$ cat src/rtl/ysyx_25060173_decode_stage.sv
// Registered RV32I/RV32E decoder: one instruction + PC in, one decode bundle out.
// Latency 1 cycle (accept in N, out_valid in N+1); full throughput with out_ready high.
// Backpressure: outputs hold while stalled; SKID=1 adds a catch entry and a registered in_ready.
//
// Ports: clk, rst_n (async active-low); in_valid/in_ready/in_inst/in_pc from fetch;
// flush drops all buffered entries; out_valid/out_ready plus the decode bundle
// (out_pc, out_inst, out_op, out_rd/rs1/rs2, out_imm, out_rd_we, out_illegal, out_ebreak);
// dec_count counts accepted instructions.
module ysyx_25060173_decode_stage #(
    parameter int XLEN              = 32,
    parameter int RVE               = 0,
    parameter int SKID              = 1,
    parameter int HALT_ON_SELF_JUMP = 1,
    parameter int CNT_W             = 32
) (
    input  logic             clk,
    input  logic             rst_n,
    input  logic             in_valid,
    output logic             in_ready,
    input  logic [31:0]      in_inst,
    input  logic [XLEN-1:0]  in_pc,
    input  logic             flush,
    output logic             out_valid,
    input  logic             out_ready,
    output logic [XLEN-1:0]  out_pc,
    output logic [31:0]      out_inst,
    output logic [5:0]       out_op,
    output logic [4:0]       out_rd,
    output logic [4:0]       out_rs1,
    output logic [4:0]       out_rs2,
    output logic [XLEN-1:0]  out_imm,
    output logic             out_rd_we,
    output logic             out_illegal,
    output logic             out_ebreak,
    output logic [CNT_W-1:0] dec_count
);
    typedef struct packed {
        logic [XLEN-1:0] pc;
        logic [31:0]     inst;
        logic [5:0]      op;
        logic [4:0]      rd;
        logic [4:0]      rs1;
        logic [4:0]      rs2;
        logic [XLEN-1:0] imm;
        logic            we;
        logic            ill;
        logic            ebrk;
    } dec_t;

    typedef enum logic [1:0] {S_EMPTY, S_ONE, S_TWO} state_t;

    // Instruction formats; FENCE carries an I-immediate but no register fields,
    // SYSTEM (ecall/ebreak) carries neither.
    localparam logic [2:0] FMT_R = 3'd0, FMT_I = 3'd1, FMT_S = 3'd2, FMT_B = 3'd3,
                           FMT_U = 3'd4, FMT_J = 3'd5, FMT_F = 3'd6, FMT_N = 3'd7;

    logic [6:0]  w_opc, w_f7;
    logic [2:0]  w_f3, w_fmt;
    logic [4:0]  w_rd, w_rs1, w_rs2;
    logic [5:0]  w_op;
    logic [31:0] w_imm32;
    logic        w_urd, w_urs1, w_urs2, w_rve_bad, w_legal;
    dec_t        w_dec;

    assign w_opc = in_inst[6:0];
    assign w_f3  = in_inst[14:12];
    assign w_f7  = in_inst[31:25];
    assign w_rd  = in_inst[11:7];
    assign w_rs1 = in_inst[19:15];
    assign w_rs2 = in_inst[24:20];

    always_comb begin
        w_op  = 6'd0;
        w_fmt = FMT_N;
        case (w_opc)
            7'h37: begin w_op = 6'd1; w_fmt = FMT_U; end
            7'h17: begin w_op = 6'd2; w_fmt = FMT_U; end
            7'h6f: begin w_op = 6'd3; w_fmt = FMT_J; end
            7'h67: begin w_fmt = FMT_I; if (w_f3 == 3'd0) w_op = 6'd4; end
            7'h63: begin
                w_fmt = FMT_B;
                case (w_f3)
                    3'd0: w_op = 6'd5;
                    3'd1: w_op = 6'd6;
                    3'd4: w_op = 6'd7;
                    3'd5: w_op = 6'd8;
                    3'd6: w_op = 6'd9;
                    3'd7: w_op = 6'd10;
                    default: w_op = 6'd0;
                endcase
            end
            7'h03: begin
                w_fmt = FMT_I;
                case (w_f3)
                    3'd0: w_op = 6'd11;
                    3'd1: w_op = 6'd12;
                    3'd2: w_op = 6'd13;
                    3'd4: w_op = 6'd14;
                    3'd5: w_op = 6'd15;
                    default: w_op = 6'd0;
                endcase
            end
            7'h23: begin
                w_fmt = FMT_S;
                case (w_f3)
                    3'd0: w_op = 6'd16;
                    3'd1: w_op = 6'd17;
                    3'd2: w_op = 6'd18;
                    default: w_op = 6'd0;
                endcase
            end
            7'h13: begin
                w_fmt = FMT_I;
                case (w_f3)
                    3'd0: w_op = 6'd19;
                    3'd2: w_op = 6'd20;
                    3'd3: w_op = 6'd21;
                    3'd4: w_op = 6'd22;
                    3'd6: w_op = 6'd23;
                    3'd7: w_op = 6'd24;
                    3'd1: w_op = (w_f7 == 7'h00) ? 6'd25 : 6'd0;
                    default: w_op = (w_f7 == 7'h00) ? 6'd26 :
                                    (w_f7 == 7'h20) ? 6'd27 : 6'd0;
                endcase
            end
            7'h33: begin
                w_fmt = FMT_R;
                if (w_f7 == 7'h00) begin
                    case (w_f3)
                        3'd0: w_op = 6'd28;
                        3'd1: w_op = 6'd30;
                        3'd2: w_op = 6'd31;
                        3'd3: w_op = 6'd32;
                        3'd4: w_op = 6'd33;
                        3'd5: w_op = 6'd34;
                        3'd6: w_op = 6'd36;
                        default: w_op = 6'd37;
                    endcase
                end else if (w_f7 == 7'h20) begin
                    if (w_f3 == 3'd0)      w_op = 6'd29;
                    else if (w_f3 == 3'd5) w_op = 6'd35;
                end
            end
            7'h0f: begin w_fmt = FMT_F; if (w_f3 == 3'd0) w_op = 6'd38; end
            7'h73: begin
                w_fmt = FMT_N;
                if (in_inst == 32'h0000_0073)      w_op = 6'd39;
                else if (in_inst == 32'h0010_0073) w_op = 6'd40;
            end
            default: w_op = 6'd0;
        endcase

        w_urd  = (w_fmt == FMT_R) || (w_fmt == FMT_I) || (w_fmt == FMT_U) || (w_fmt == FMT_J);
        w_urs1 = (w_fmt == FMT_R) || (w_fmt == FMT_I) || (w_fmt == FMT_S) || (w_fmt == FMT_B);
        w_urs2 = (w_fmt == FMT_R) || (w_fmt == FMT_S) || (w_fmt == FMT_B);

        case (w_fmt)
            FMT_I, FMT_F: w_imm32 = {{20{in_inst[31]}}, in_inst[31:20]};
            FMT_S: w_imm32 = {{20{in_inst[31]}}, in_inst[31:25], in_inst[11:7]};
            FMT_B: w_imm32 = {{19{in_inst[31]}}, in_inst[31], in_inst[7],
                              in_inst[30:25], in_inst[11:8], 1'b0};
            FMT_U: w_imm32 = {in_inst[31:12], 12'b0};
            FMT_J: w_imm32 = {{11{in_inst[31]}}, in_inst[31], in_inst[19:12],
                              in_inst[20], in_inst[30:21], 1'b0};
            default: w_imm32 = 32'd0;
        endcase

        // RV32E only has x0..x15; any used index with bit 4 set is out of range.
        w_rve_bad = (RVE != 0) && ((w_urd && w_rd[4]) || (w_urs1 && w_rs1[4]) ||
                                   (w_urs2 && w_rs2[4]));
        w_legal   = (w_op != 6'd0) && !w_rve_bad;

        w_dec      = '0;
        w_dec.pc   = in_pc;
        w_dec.inst = in_inst;
        if (w_legal) begin
            w_dec.op       = w_op;
            w_dec.rd       = w_urd  ? w_rd  : 5'd0;
            w_dec.rs1      = w_urs1 ? w_rs1 : 5'd0;
            w_dec.rs2      = w_urs2 ? w_rs2 : 5'd0;
            w_dec.imm      = {XLEN{w_imm32[31]}};
            w_dec.imm[31:0] = w_imm32;
            w_dec.we       = w_urd && (w_rd != 5'd0);
            w_dec.ebrk     = (w_op == 6'd40) ||
                             ((HALT_ON_SELF_JUMP != 0) && (in_inst == 32'h0000_006f));
        end else begin
            // Illegal: indices still reported raw so the trap handler can inspect them.
            w_dec.rd  = w_rd;
            w_dec.rs1 = w_rs1;
            w_dec.rs2 = w_rs2;
            w_dec.ill = 1'b1;
        end
    end

    state_t          r_state, w_next;
    dec_t            r_a, r_b;
    logic [CNT_W-1:0] r_cnt;
    logic            w_acc, w_take, w_a_load, w_a_from_b, w_b_load;

    assign out_valid = (r_state != S_EMPTY);
    assign in_ready  = (SKID != 0) ? (r_state != S_TWO) : (!out_valid || out_ready);
    assign w_acc     = in_valid && in_ready && !flush;
    assign w_take    = out_valid && out_ready;

    always_comb begin
        w_next     = r_state;
        w_a_load   = 1'b0;
        w_a_from_b = 1'b0;
        w_b_load   = 1'b0;
        if (flush) begin
            w_next = S_EMPTY;
        end else begin
            case (r_state)
                S_EMPTY: if (w_acc) begin w_next = S_ONE; w_a_load = 1'b1; end
                S_ONE: begin
                    if (w_take && w_acc)  w_a_load = 1'b1;
                    else if (w_take)      w_next = S_EMPTY;
                    else if (w_acc && (SKID != 0)) begin
                        w_next   = S_TWO;
                        w_b_load = 1'b1;
                    end
                end
                S_TWO: if (w_take) begin w_next = S_ONE; w_a_from_b = 1'b1; end
                default: w_next = S_EMPTY;
            endcase
        end
    end

    always_ff @(posedge clk or negedge rst_n) begin
        if (!rst_n) begin
            r_state <= S_EMPTY;
            r_a     <= '0;
            r_b     <= '0;
            r_cnt   <= '0;
        end else begin
            r_state <= w_next;
            if (w_a_load)        r_a <= w_dec;
            else if (w_a_from_b) r_a <= r_b;
            if (w_b_load)        r_b <= w_dec;
            if (w_acc)           r_cnt <= r_cnt + CNT_W'(1);
        end
    end

    assign out_pc      = r_a.pc;
    assign out_inst    = r_a.inst;
    assign out_op      = r_a.op;
    assign out_rd      = r_a.rd;
    assign out_rs1     = r_a.rs1;
    assign out_rs2     = r_a.rs2;
    assign out_imm     = r_a.imm;
    assign out_rd_we   = r_a.we;
    assign out_illegal = r_a.ill;
    assign out_ebreak  = r_a.ebrk;
    assign dec_count   = r_cnt;
endmodule
$ cat config.mk
export PLATFORM = sky130hd
export DESIGN_NAME = ysyx_25060173_decode_stage
export DESIGN_NICKNAME = d
export VERILOG_FILES = /design/src/rtl/ysyx_25060173_decode_stage.sv
export SDC_FILE = /design/constraint.sdc
export NUM_CORES = 1
export LEC_CHECK = 0
export BUFFER_PORTS_ARGS = -buffer_cell sky130_fd_sc_hd__buf_2
export CORE_AREA = 2 2 164 166
export CTS_BUF_LIST = sky130_fd_sc_hd__clkbuf_2 sky130_fd_sc_hd__clkbuf_4 sky130_fd_sc_hd__clkbuf_8
export DETAILED_ROUTE_END_ITERATION = 16
export DIE_AREA = 0 0 166 168
export PLACE_DENSITY = 0.71
export SYNTH_ARGS = -nofsm -noshare
export SYNTH_HDL_FRONTEND = slang
export SYNTH_SLANG_ARGS = --single-unit
$ cat constraint.sdc
create_clock -name clk -period 5.05 [get_ports clk]
set_input_delay 1.01 -clock clk [delete_from_list [all_inputs] [get_ports clk]]
set_output_delay 1.01 -clock clk [all_outputs]
set_load 0.01 [all_outputs]
; After elaboration in Yosys (flattened, before gate mapping)
; Cells that the tools add are included.
[totals]
register_bits = 274
in_bits = 69
output_inout_bits = 154
wordCells = 132
[classes]
addsub = 1
n_eq_ne = 36
n_mux = 47
reduce_logical = 26
[op_table]
columns = cell, n
row1 = 120-bit two-way mux, 2
row2 = 32-bit one-hot mux with 5 select lines, 1
row3 = 6-bit one-hot mux with 11 select lines, 1
row4 = "32-bit by 7-bit == test with 1-bit output, second input constant", 2
row5 = 6-bit two-way mux, 8
row6 = 6-bit one-hot mux with 7 select lines, 1
row7 = 5-bit one-hot mux with 7 select lines, 1
row8 = 33-bit two-way mux, 1
row9 = "32-bit by 1-bit adder with 32-bit output, second input constant", 1
row10 = "32-bit by 21-bit == test with 1-bit output, second input constant", 1
row11 = 5-bit two-way mux, 6
row12 = "7-bit by 6-bit == test with 1-bit output, second input constant", 4
row13 = "7-bit == test, second input constant", 4
row14 = 4-bit one-hot mux with 6 select lines, 1
row15 = "3-bit == test, second input constant", 7
row16 = 3-bit one-hot mux with 7 select lines, 1
row17 = 4-bit one-hot mux with 5 select lines, 1
row18 = 15-bit two-way mux, 1
row19 = 5-bit one-hot mux with 3 select lines, 1
row20 = "7-bit by 5-bit == test with 1-bit output, second input constant", 2
row21 = "3-bit by 2-bit == test with 1-bit output, second input constant", 4
row22 = 1-bit two-way mux, 12
row23 = 2-bit two-way mux, 6
row24 = "3-bit != test, second input constant", 3
row25 = 23 further kinds, 38

; Longest topological paths before layout
; Gate-level depths: netlist (run 1).
[logic_depth]
depth_word = 10
mapped_depth = 12
ltp_nobuf = 7

; Worst setup path before layout (run 1)
; No wires, ideal clock.
[synth_timing]
path_type = input port to flip-flop
from = in in_inst[12]
to = reg r_b[24] (netlist name)
setup_ns = 0.093
arrival_time_ns = 2.982
required_time_ns = 4.957
slack_ns = 1.975
cell_stages = 11
n_path_buf = 4
path_cell_list = buf_2 -> nor3_1 -> nand4_1 -> nor4_4 -> a221oi_1 -> and3_4 -> buf_6 -> and3_4 -> buf_6 -> buf_8 -> o31ai_2
[synth_between]
elab_chain_cells = 8
word_cells_on_any_way = 26
cone_classes = 9 x eq/ne / 15 x mux / 2 x reduce/logical
[synth_rtl]
columns = element, line_no
row1 = from (decl), 20  ; input logic [31:0] in_inst,
row2 = 3-bit == test, n/a
row3 = 6-bit two-way mux, 141  ; else if (w_f3 == 3'd5) w_op = 6'd35;
row4 = 6-bit two-way mux, 140  ; if (w_f3 == 3'd0) w_op = 6'd29;
row5 = 6-bit two-way mux, 139  ; end else if (w_f7 == 7'h20) begin
row6 = 6-bit two-way mux, 128  ; if (w_f7 == 7'h00) begin
row7 = 6-bit one-hot mux with 11 select lines *, 75  ; case (w_opc)
row8 = 6-bit nonzero test *, 171  ; w_legal = (w_op != 6'd0) && !w_rve_bad;
row9 = 33-bit two-way mux *, 176  ; if (w_legal) begin
row10 = to (signal assigned), 239  ; if (w_b_load) r_b <= w_dec;
row11 = to (decl), 196  ; dec_t r_a, r_b;
; Every way passes the cells marked *; elsewhere a longest branch is shown, timed or not.
; A chain may end at the register's enable or synchronous reset.

; Final worst setup path (run 1)
[layout_timing]
from = in in_inst[12]
to = reg r_a, in the netlist out_imm[7]
[layout_between]
elab_chain_cells = 9
word_cells_on_any_way = 27
cone_classes = 9 x eq/ne / 16 x mux / 2 x reduce/logical
[layout_rtl]
columns = element, line_no
row1 = 3-bit == test, n/a
row2 = 6-bit two-way mux, 141
row3 = 6-bit two-way mux, 140
row4 = 6-bit two-way mux, 139
row5 = 6-bit two-way mux, 128
row6 = 6-bit one-hot mux with 11 select lines *, 75
row7 = 6-bit nonzero test *, 171
row8 = 33-bit two-way mux *, 176
row9 = 120-bit two-way mux *, 237  ; if (w_a_load) r_a <= w_dec;
row10 = to (signal assigned), 237
row11 = to (signal assigned), 238  ; else if (w_a_from_b) r_a <= r_b;
row12 = to (decl), 196
; Marked as above.

==> reports/metrics.cfg, run 1 <==
[clock_tree]
htreeDepth = 2
cts_root_buf = clkbuf_8
post_cts_resized = 0
ctsHoldBuffers = 0
clockBufferDepth = 3
cts_made_buffers = 46
clkLatencyLatePin_ns = 0.56
cts_sinks = 274
tritoncts = yes
post_cts_buffers = 0
clkTransAtPathRegs_ns = 0.06

[detailed_routing]
ant_nets = 0
wl_per_cell_um = 18.6
vias_per_cell = 5.61
dr_total_vias = 10400
drtIter0Drc = 920
first_pass_iters = 5
drt_wl_total_um = 34500
drc_errors = 0

[global_routing]
antenna_found_initial = 0
grtUsageTotal_pct = 24.3
grt_pass1_wl_um = 55100
grt_overflow = 0
grt_pass1_vias = 9982
grt_max_degree = 147

[timing]
totalNegativeSetupSlack_ns = 0
max_slew.worst_pin.slew_ns = 1.16
min_period_ns = 3.36
slew_viol_final = 0
timing.fmax_mhz = 297
fin_worst_skew_ns = 0.0172
finalSetupViolCount = 0
min_period_over_period_pct = 66.6
finalHoldViolCount = 0
relSlewSlack_pct = 22.5
rsz0062_at_grt = false

[placed_design]
port_buffers = 222
gp_congestion = 0.951
dp_hpwl_um = 22100

[pwr]
p_sw_mw = 1.62
pwr-share-comb_pct = 16.6
p_leak_nw = 7.25
ir_worst_vdd_mv = 0.200
p_clk_share_pct = 34.9
p_sw_share_pct = 28.9
internal_power_mw = 4.00
power_density_nw_per_um2 = 376
p_seq_share_pct = 48.5

[yosys]
synth_edf_count = 0
yosysSeqAreaShare_pct = 53.4
synth_most_common_cell = nand2_1
synth_common_cells = nand2_1, dfrtp_1, clkbuf_1, a22oi_1, o21ai_0
synth_compound_area_share_pct = 17.8
synth_area_leaders = dfrtp_1, nand2_1, a22oi_1
ys.flop_type = dfrtp_1
synthAdderAreaFrac_pct = 0.176
synth-simple-area-share_pct = 18.9
async_flop_share_pct = 100
synthMuxAreaShare_pct = 3.26
synth.distinct_cells = 69
synth_area_leader_cell = dfrtp_1
synth_area_um2 = 12800
synth_nets = 1376
ys_seq_elements = 274
synth_top_cell_area_share_pct = 53.4
synthCells = 1306
syn_avg_cell_area_um2 = 9.82
synth_top_family_by_area = simple AND/OR/NAND/NOR gates
synthXorXnorAreaFrac_pct = 2.32
ys_warn_count = 0

[floorplanning]
fp.coreArea_um2 = 26400
die-width_um = 166
die_area_um2 = 27900
row_count = 60
initial_core_util_pct = 48.7
fp.dieH_um = 168
num_io_pins = 223

[status]
status = finished, final reports clean

[setup_path]
cp-end-kind = flop
startpoint_type = input port
path_class = in -> reg
critPathArrivalTime_ns = 3.81
path_max_fanout = 28
critPathRequiredTime_ns = 5.49

[finish]
drive_above_1_share_pct = 25.9
antenna_cells = 0
syn_to_final_growth_pct = 16.7
fin_nets = 1561
final_util_pct = 56.8

[min_path]
hp-class = reg -> reg

[job]
drv_cap = 0

## cell type report
type | instances | area (um^2)
fill | 2347 | 11400
sequential | 274 | 6860
multi-input combinational | 917 | 5480
timing repair buffer | 233 | 1240
clock buffer | 68 | 836
tap | 341 | 427
inverter | 19 | 71.3
clock inverter | 5 | 58.8
## power by group through the flow
| stage | clock network, mW | registers [mW] | logic, mW |
|---|---|---|---|
| finish | 1.96 | 2.73 | 0.936 |
| global placement | 0 | 2.75 | 0.920 |
| floorplan | 0 | 2.80 | 0.477 |
| global route | 2.12 | 2.77 | 1.04 |
| CTS | 2.00 | 2.73 | 0.945 |
| detailed placement | 0 | 2.76 | 0.942 |
## worst max-delay path: stages
cell	delay, ns
buf_2	0.40
nor3_1	0.21
nand4_1	0.22
nor4_4	0.09
a211oi_1	0.54
and3_1	0.41
nand3_1	0.47
a32o_1	0.43
## registers in the layout, summed over array words and instances, names as in the netlist
| name | flops |
|---|---|
| out_illegal | 1 |
| r_b | 120 |
| out_rs2 | 5 |
| out_pc | 32 |
| r_state | 2 |
| out_rs1 | 5 |
| out_rd_we | 1 |
| out_op | 6 |
| out_ebreak | 1 |
| out_inst | 32 |
| out_rd | 5 |
| dec_count | 32 |
| out_imm | 32 |
## path summary, 6_finish.rpt
check / to / startpoint / slack, ns / depth (start not counted)
max: out_imm[7] / in_inst[12] / 1.69 / 8
min: dec_count[31] / dec_count[31] / 0.46 / 1
max reg2reg: out_imm[7] / r_state[1] / 2.42 / 5
min reg2reg: dec_count[31] / dec_count[31] / 0.46 / 1
max in group asynchronous: r_b[60] / rst_n / 3.43 / 2
min in group asynchronous: dec_count[2] / rst_n / 0.49 / 1
## kinds of logic after synthesis
family                   after synthesis
adder cells (fa/ha/maj)                2
AO/OA/AOI/OAI                        301
multiplexers                          39
XOR/XNOR                              34
AND/OR/NAND/NOR                      541
flip-flops                           274
buffers and inverters                115
## placed cells by master (no fill, tap or decap), drive strengths merged, types with 29 or more instances in the layout
cell type	n
nand2	373
dfrtp	274
buf	233
clkbuf	68
a22oi	62
o31ai	58
o21ai	54
a211oi	54
nor2	46
a21oi	37
nor2b	29
## stage by stage
step | hold WS, ns | total power [mW] | std cells | setup WS, ns | instance area [um^2]
floorplan | 0.443 | 3.28 | 1306 | 1.98 | 12800
global placement | 0.454 | 3.67 | 1784 | 1.20 | 14100
detailed placement | 0.457 | 3.70 | 1784 | 1.23 | 14100
CTS | 0.470 | 5.67 | 1857 | 1.80 | 15000
global route | 0.475 | 5.92 | 1857 | 1.69 | 15000
finish | 0.464 | 5.63 | 1857 | 1.69 | 15000
## metal layers
layer	routed length (um)	track usage (%)	share of wire [%]
met1	15500	34.1	45
met2	16200	38.5	47
met3	1960	4.42	5.7
met4	900	7.94	2.6
met5	0	0	0
Note: power is estimated with default switching activity, not from simulation.
==> run 2: changes to the inputs <==
ABC_AREA = 1   (was unset)
PLACE_DENSITY = 0.74   (was 0.71)
clock period = 2.95 ns   (was 5.05 ns; I/O delays follow)
==> run 2 against run 1 <==
Synthesized cell count rose by 20%. Routed wire length rose by 9.3%. Via count rose by 11%. Final cell count rose by 16%. Critical path depth fell by 3. Die area did not move. Final area rose by 2.8%. Utilization rose by 1.6 points.
==> reports/metrics.cfg, run 2 <==
[setup_path]
startpoint_type = flop
critPathRequiredTime_ns = 3.41
cp_slowest_cell = dfrtp_1
cp_cell_sequence = inv_1 -> nor3_4 -> inv_2 -> buf_4 -> o221ai_1
path_class = reg -> reg
path_max_fanout = 56
critPathArrivalTime_ns = 2.75
cp-end-kind = flop
max_stage_delay_ns = 0.52

[yosys]
async_flop_share_pct = 100
synth_nets = 1631
ys.flop_type = dfrtp_1
synth_compound_area_share_pct = 11.7
ys_seq_elements = 274
syn_avg_cell_area_um2 = 8.21
ys_warn_count = 0
yosysSeqAreaShare_pct = 53.5
synth_top_cell_area_share_pct = 53.5
synthMuxAreaShare_pct = 0
synth_area_leader_cell = dfrtp_1
synthXorXnorAreaFrac_pct = 2.05
synthAdderAreaFrac_pct = 0.0976
synth_most_common_cell = nand2_1
synth_common_cells = nand2_1, dfrtp_1, inv_1, nor2_1, o21ai_0
synth_area_leaders = dfrtp_1, nand2_1, o21ai_0
synth_edf_count = 0
synth-simple-area-share_pct = 27.1
synth_top_family_by_area = simple AND/OR/NAND/NOR gates
synth_area_um2 = 12800
synthCells = 1561
synth.distinct_cells = 43

[timing]
relSlewSlack_pct = 23.5
min_period_over_period_pct = 77.6
timing.fmax_mhz = 437
finalHoldViolCount = 0
finalSetupViolCount = 0
rsz0062_at_grt = false
fin_worst_skew_ns = 0.0218
min_period_ns = 2.29
slew_viol_final = 0
totalNegativeSetupSlack_ns = 0
max_slew.worst_pin.slew_ns = 1.15

[finish]
layout_common_cells = nand2_1, dfrtp_1, buf_2
final_common_cell = nand2_1
fin_nets = 1861
finalInstanceArea_um2 = 15400
top_register = r_b
syn_to_final_growth_pct = 20.0
drive_above_1_share_pct = 20.5
largest_reg_flops = 120

[placed_design]
gp_congestion = 0.944
dp_hpwl_um = 26100
placed_cell_area_um2 = 14400
port_buffers = 222

[pwr]
p_sw_share_pct = 30.0
pwr-share-comb_pct = 18.7
p_clk_share_pct = 33.5
power_density_nw_per_um2 = 669
p_leak_nw = 8.15
internal_power_mw = 7.19
ir_worst_vdd_mv = 0.450
p_seq_share_pct = 47.8
p_sw_mw = 3.09

[detailed_routing]
drtIter0Drc = 977
ant_nets = 0
first_pass_iters = 5
dr_total_vias = 11600
drc_errors = 0
vias_per_cell = 5.34
drt_wl_total_um = 37800
wl_per_cell_um = 17.5

[global_routing]
grtUsageTotal_pct = 26.9
grt_overflow = 0
grt_pass1_wl_um = 60100
grt_max_degree = 98
grt_pass1_vias = 11000
antenna_found_initial = 2

[clock_tree]
cts_sinks = 274
clkLatencyLatePin_ns = 0.57
cts_root_buf = clkbuf_8
post_cts_resized = 0
clockBufferDepth = 3
cts_made_buffers = 46
ctsHoldBuffers = 0
tritoncts = yes
clkTransAtPathRegs_ns = 0.06
htreeDepth = 2
post_cts_buffers = 0

[floorplanning]
fp.coreArea_um2 = 26400
num_io_pins = 223
die-width_um = 166
fp.dieH_um = 168
row_count = 60
initial_core_util_pct = 48.6
die_area_um2 = 27900

[job]
drv_cap = 0

[status]
status = finished, final reports clean

[min_path]
hp-class = in -> async

[run 2: cell types whose count changed after synthesis, moves of 29 or more]
cell | before | now
nand2_1 | 371 | 626
o31ai_1 | 38 | 0
nor2_1 | 46 | 92
a211oi_1 | 37 | 0
nor2b_1 | 29 | 0
nand3_1 | 10 | 54
inv_1 | 19 | 92
[run 2: final cells by class]
cell class / instances / area, um^2
fill: 2367 / 11000
sequential: 274 / 6860
multi-input combinational: 1112 / 5260
timing repair buffer: 258 / 1530
clock buffer: 70 / 863
tap: 341 / 427
inverter: 99 / 374
clock inverter: 7 / 68.8
antenna: 1 / 2.50
[run 2: cell families (layout without fill, tap and decap cells)]
kind of cell    Yosys count  count (layout)
compound gates          247             247
xor+xnor                 30              30
fa+ha+maj                 1               1
buf+inv                 175             434
flops                   274             274
other cells               0               1
simple gates            834             834
[run 2: through the flow]
stage / total power [mW] / instances / utilization, % / hold slack, ns / setup slack (ns)
after detailed placement: 6.89 / 2084 / 54.8 / 0.456 / 0.136
final: 10.3 / 2162 / 58.4 / 0.0268 / 0.660
after floorplan: 6.00 / 1561 / - / 0.294 / 0.805
after global placement: 6.84 / 2084 / 54.8 / 0.453 / 0.127
after global routing: 10.9 / 2162 / 58.4 / 0.0722 / 0.445
after CTS: 10.4 / 2161 / 58.4 / 0.0415 / 0.682
[run 2: path summary, 6_finish.rpt]
check | from | end | slack [ns] | cells past startpoint
hold / removal | rst_n | dec_count[20] | 0.03 | 1
max in group asynchronous | rst_n | r_b[106] | 2.22 | 2
min in group clk | in_pc[27] | r_b[115] | 0.24 | 3
setup / recovery | r_state[1] | out_inst[14] | 0.66 | 5
hold reg to reg | dec_count[31] | dec_count[31] | 0.47 | 1
setup reg to reg | r_state[1] | out_inst[14] | 0.66 | 5
[run 2: critical path, delay by kind of cell, from the launching register on]
family | cells | cell delay [ns]
buffers and inverters | 3 | 1.06
AOI/OAI and AO/OA | 1 | 0.21
and+or+nand+nor | 1 | 0.35
DFF | 1 | 0.52
[run 2: power groups by stage]
stage	Clock (mW)	Sequential (mW)	Combinational [mW]
finish	3.45	4.91	1.92
global placement	0	4.94	1.89
floorplan	0	5.06	0.948
detailed placement	0	4.97	1.93
global route	3.72	4.99	2.17
CTS	3.53	4.91	1.94
[run 2: routing by layer]
| layer | track usage, % | wire, um |
|---|---|---|
| met4 | 11.3 | 1570 |
| met1 | 37.9 | 17000 |
| met3 | 5.69 | 2490 |
| met5 | 0 | 13 |
| met2 | 40.5 | 16700 |
==> run 3: changes to the inputs <==
clock period = 2.1 ns   (was 2.95 ns; I/O delays follow)
==> run 3 against run 2 <==
Final area grew 5.6%. Non-clock buffer count rose by 89. Largest cell class unchanged. Critical path depth up 6. Hold slack improved by 0.038 ns.
==> reports/metrics.cfg, run 3 (synthesized netlist as in run 2, its figures left out) <==
[finish]
final_util_pct = 61.7
largest_reg_flops = 120
multiInputGateArea_um2 = 5270
finalInstanceArea_um2 = 16200
final_common_cell = nand2_1
top_register = r_b
layout.area.seq_um2 = 6860
syn_to_final_growth_pct = 26.8
fin_nets = 1951
drive_above_1_share_pct = 24.8
finalNonFillerCells = 2257
num-fill-cells = 2266
layout_common_cells = nand2_1, dfrtp_1, buf_2

[timing]
hold_ws_ns = 0.0647
relSlewSlack_pct = 67.7
totalNegativeSetupSlack_ns = 0
max_slew.worst_pin.slew_ns = 0.480
finalHoldViolCount = 0
min_period_over_period_pct = 95.0
slew_viol_final = 0
fin_worst_skew_ns = 0.0166
finalSetupViolCount = 0
min_period_ns = 2.00
fin_ws_ns = 0.105
timing.fmax_mhz = 501

[clock_tree]
clockBufferDepth = 3
clkTransAtPathRegs_ns = 0.06
cts_sinks = 274
cts_root_buf = clkbuf_8
clkLatencyLatePin_ns = 0.58
cts_made_buffers = 47
tritoncts = yes
htreeDepth = 2

[setup_path]
path_class = reg -> reg
startpoint_type = flop
cp-end-kind = flop
crit_buf_inv = 3
r2r_slack_ns = 0.10
endpoint = dec_count[22]
crit-reg2reg-launch = r_state[0]
max_stage_delay_ns = 0.38
timing.rr.end = dec_count[22]
critPathRequiredTime_ns = 2.56
path_max_fanout = 8
reg2reg_depth = 11
startpoint = r_state[0]
critPathArrivalTime_ns = 2.45
cp_top_family = simple AND/OR/NAND/NOR gates
cp_slowest_cell = dfrtp_1
cp_num_cells = 11
cp_cell_sequence = inv_2 -> nand2_4 -> nand3_4 -> nor2_4 -> nand4_1 -> nor2_1 -> nand2_1 -> inv_2 -> nand4_1 -> buf_4 -> xnor2_1

[global_routing]
grt_pass1_vias = 11500
grt_overflow = 0
grt_max_degree = 88
grt_pass1_wl_um = 61400
antenna_found_initial = 2
grtUsageTotal_pct = 27.3

[floorplanning]
fp.dieH_um = 168
num_io_pins = 223
row_count = 60
fp.coreArea_um2 = 26400
die-width_um = 166
initial_core_util_pct = 48.6
die_area_um2 = 27900

[job]
drv_cap = 0

[detailed_routing]
first_pass_iters = 7
dr_wl_met2_um = 17900
drtIter0Drc = 1130
ant_nets = 0
drc_errors = 0
highest_layer = met5
wl_met1_um = 16500
drt_wl_total_um = 38200
met3_wirelength_um = 2640
dr_total_vias = 12000
vias_per_cell = 5.30
wl_per_cell_um = 16.9

[pwr]
ir_worst_vdd_mv = 0.637
power_density_nw_per_um2 = 932
p_leak_nw = 8.66
power.total_mw = 15.1

[placed_design]
gp_congestion = 0.929
placed_cell_area_um2 = 15100
dp_hpwl_um = 26200
dp_slack_ns = -0.327
placed_cells = 2169
port_buffers = 222

[min_path]
min_from = in_pc[5]
hp-class = in -> reg

[status]
status = finished, final reports clean

run 3: worst min-delay path by stage:
stage                          endpoint  cells past startpoint
after floorplan            dec_count[0]                      0
after global placement    dec_count[12]                      1
after detailed placement  dec_count[20]                      1
after CTS                       r_b[93]                      3
after global routing            r_b[93]                      3
final                           r_b[93]                      3
run 3: final cells by class:
cell class              count  area share, %
inverters                  99           2.30
flip-flops and latches    274           42.2
clock buffers              69           5.31
clock inverters            14           1.24
well taps                 341           2.63
diodes                      1         0.0154
repair buffers            347           13.8
multi-input cells        1112           32.5
run 3: timing repair:
item                                   CTS  global route
endpoints found under the hold margin   24             0
buffers inserted                         0             3
resized for setup                        0             6
setup endpoints to repair                0            27
hold buffers                             1             0
run 3: layer usage:
layer,vias up,GRT usage [%]
met5,-,0
met4,2,9.04
met3,69,5.08
met2,448,43.7
met1,5743,38.0
li1,5707,-
run 3: report_power, final:
part           switching (mW)  internal (mW)
clock network            2.17           3.25
logic                    1.67           1.14
registers               0.598           6.32
run 3: worst reg2reg max path, cell delays in order, from the launching register on:
cell and delay (ns):
dfrtp_1 0.38, inv_2 0.11, nand2_4 0.10, nand3_4 0.13
nor2_4 0.12, nand4_1 0.21, nor2_1 0.21, nand2_1 0.12
inv_2 0.08, nand4_1 0.13, buf_4 0.18, xnor2_1 0.12
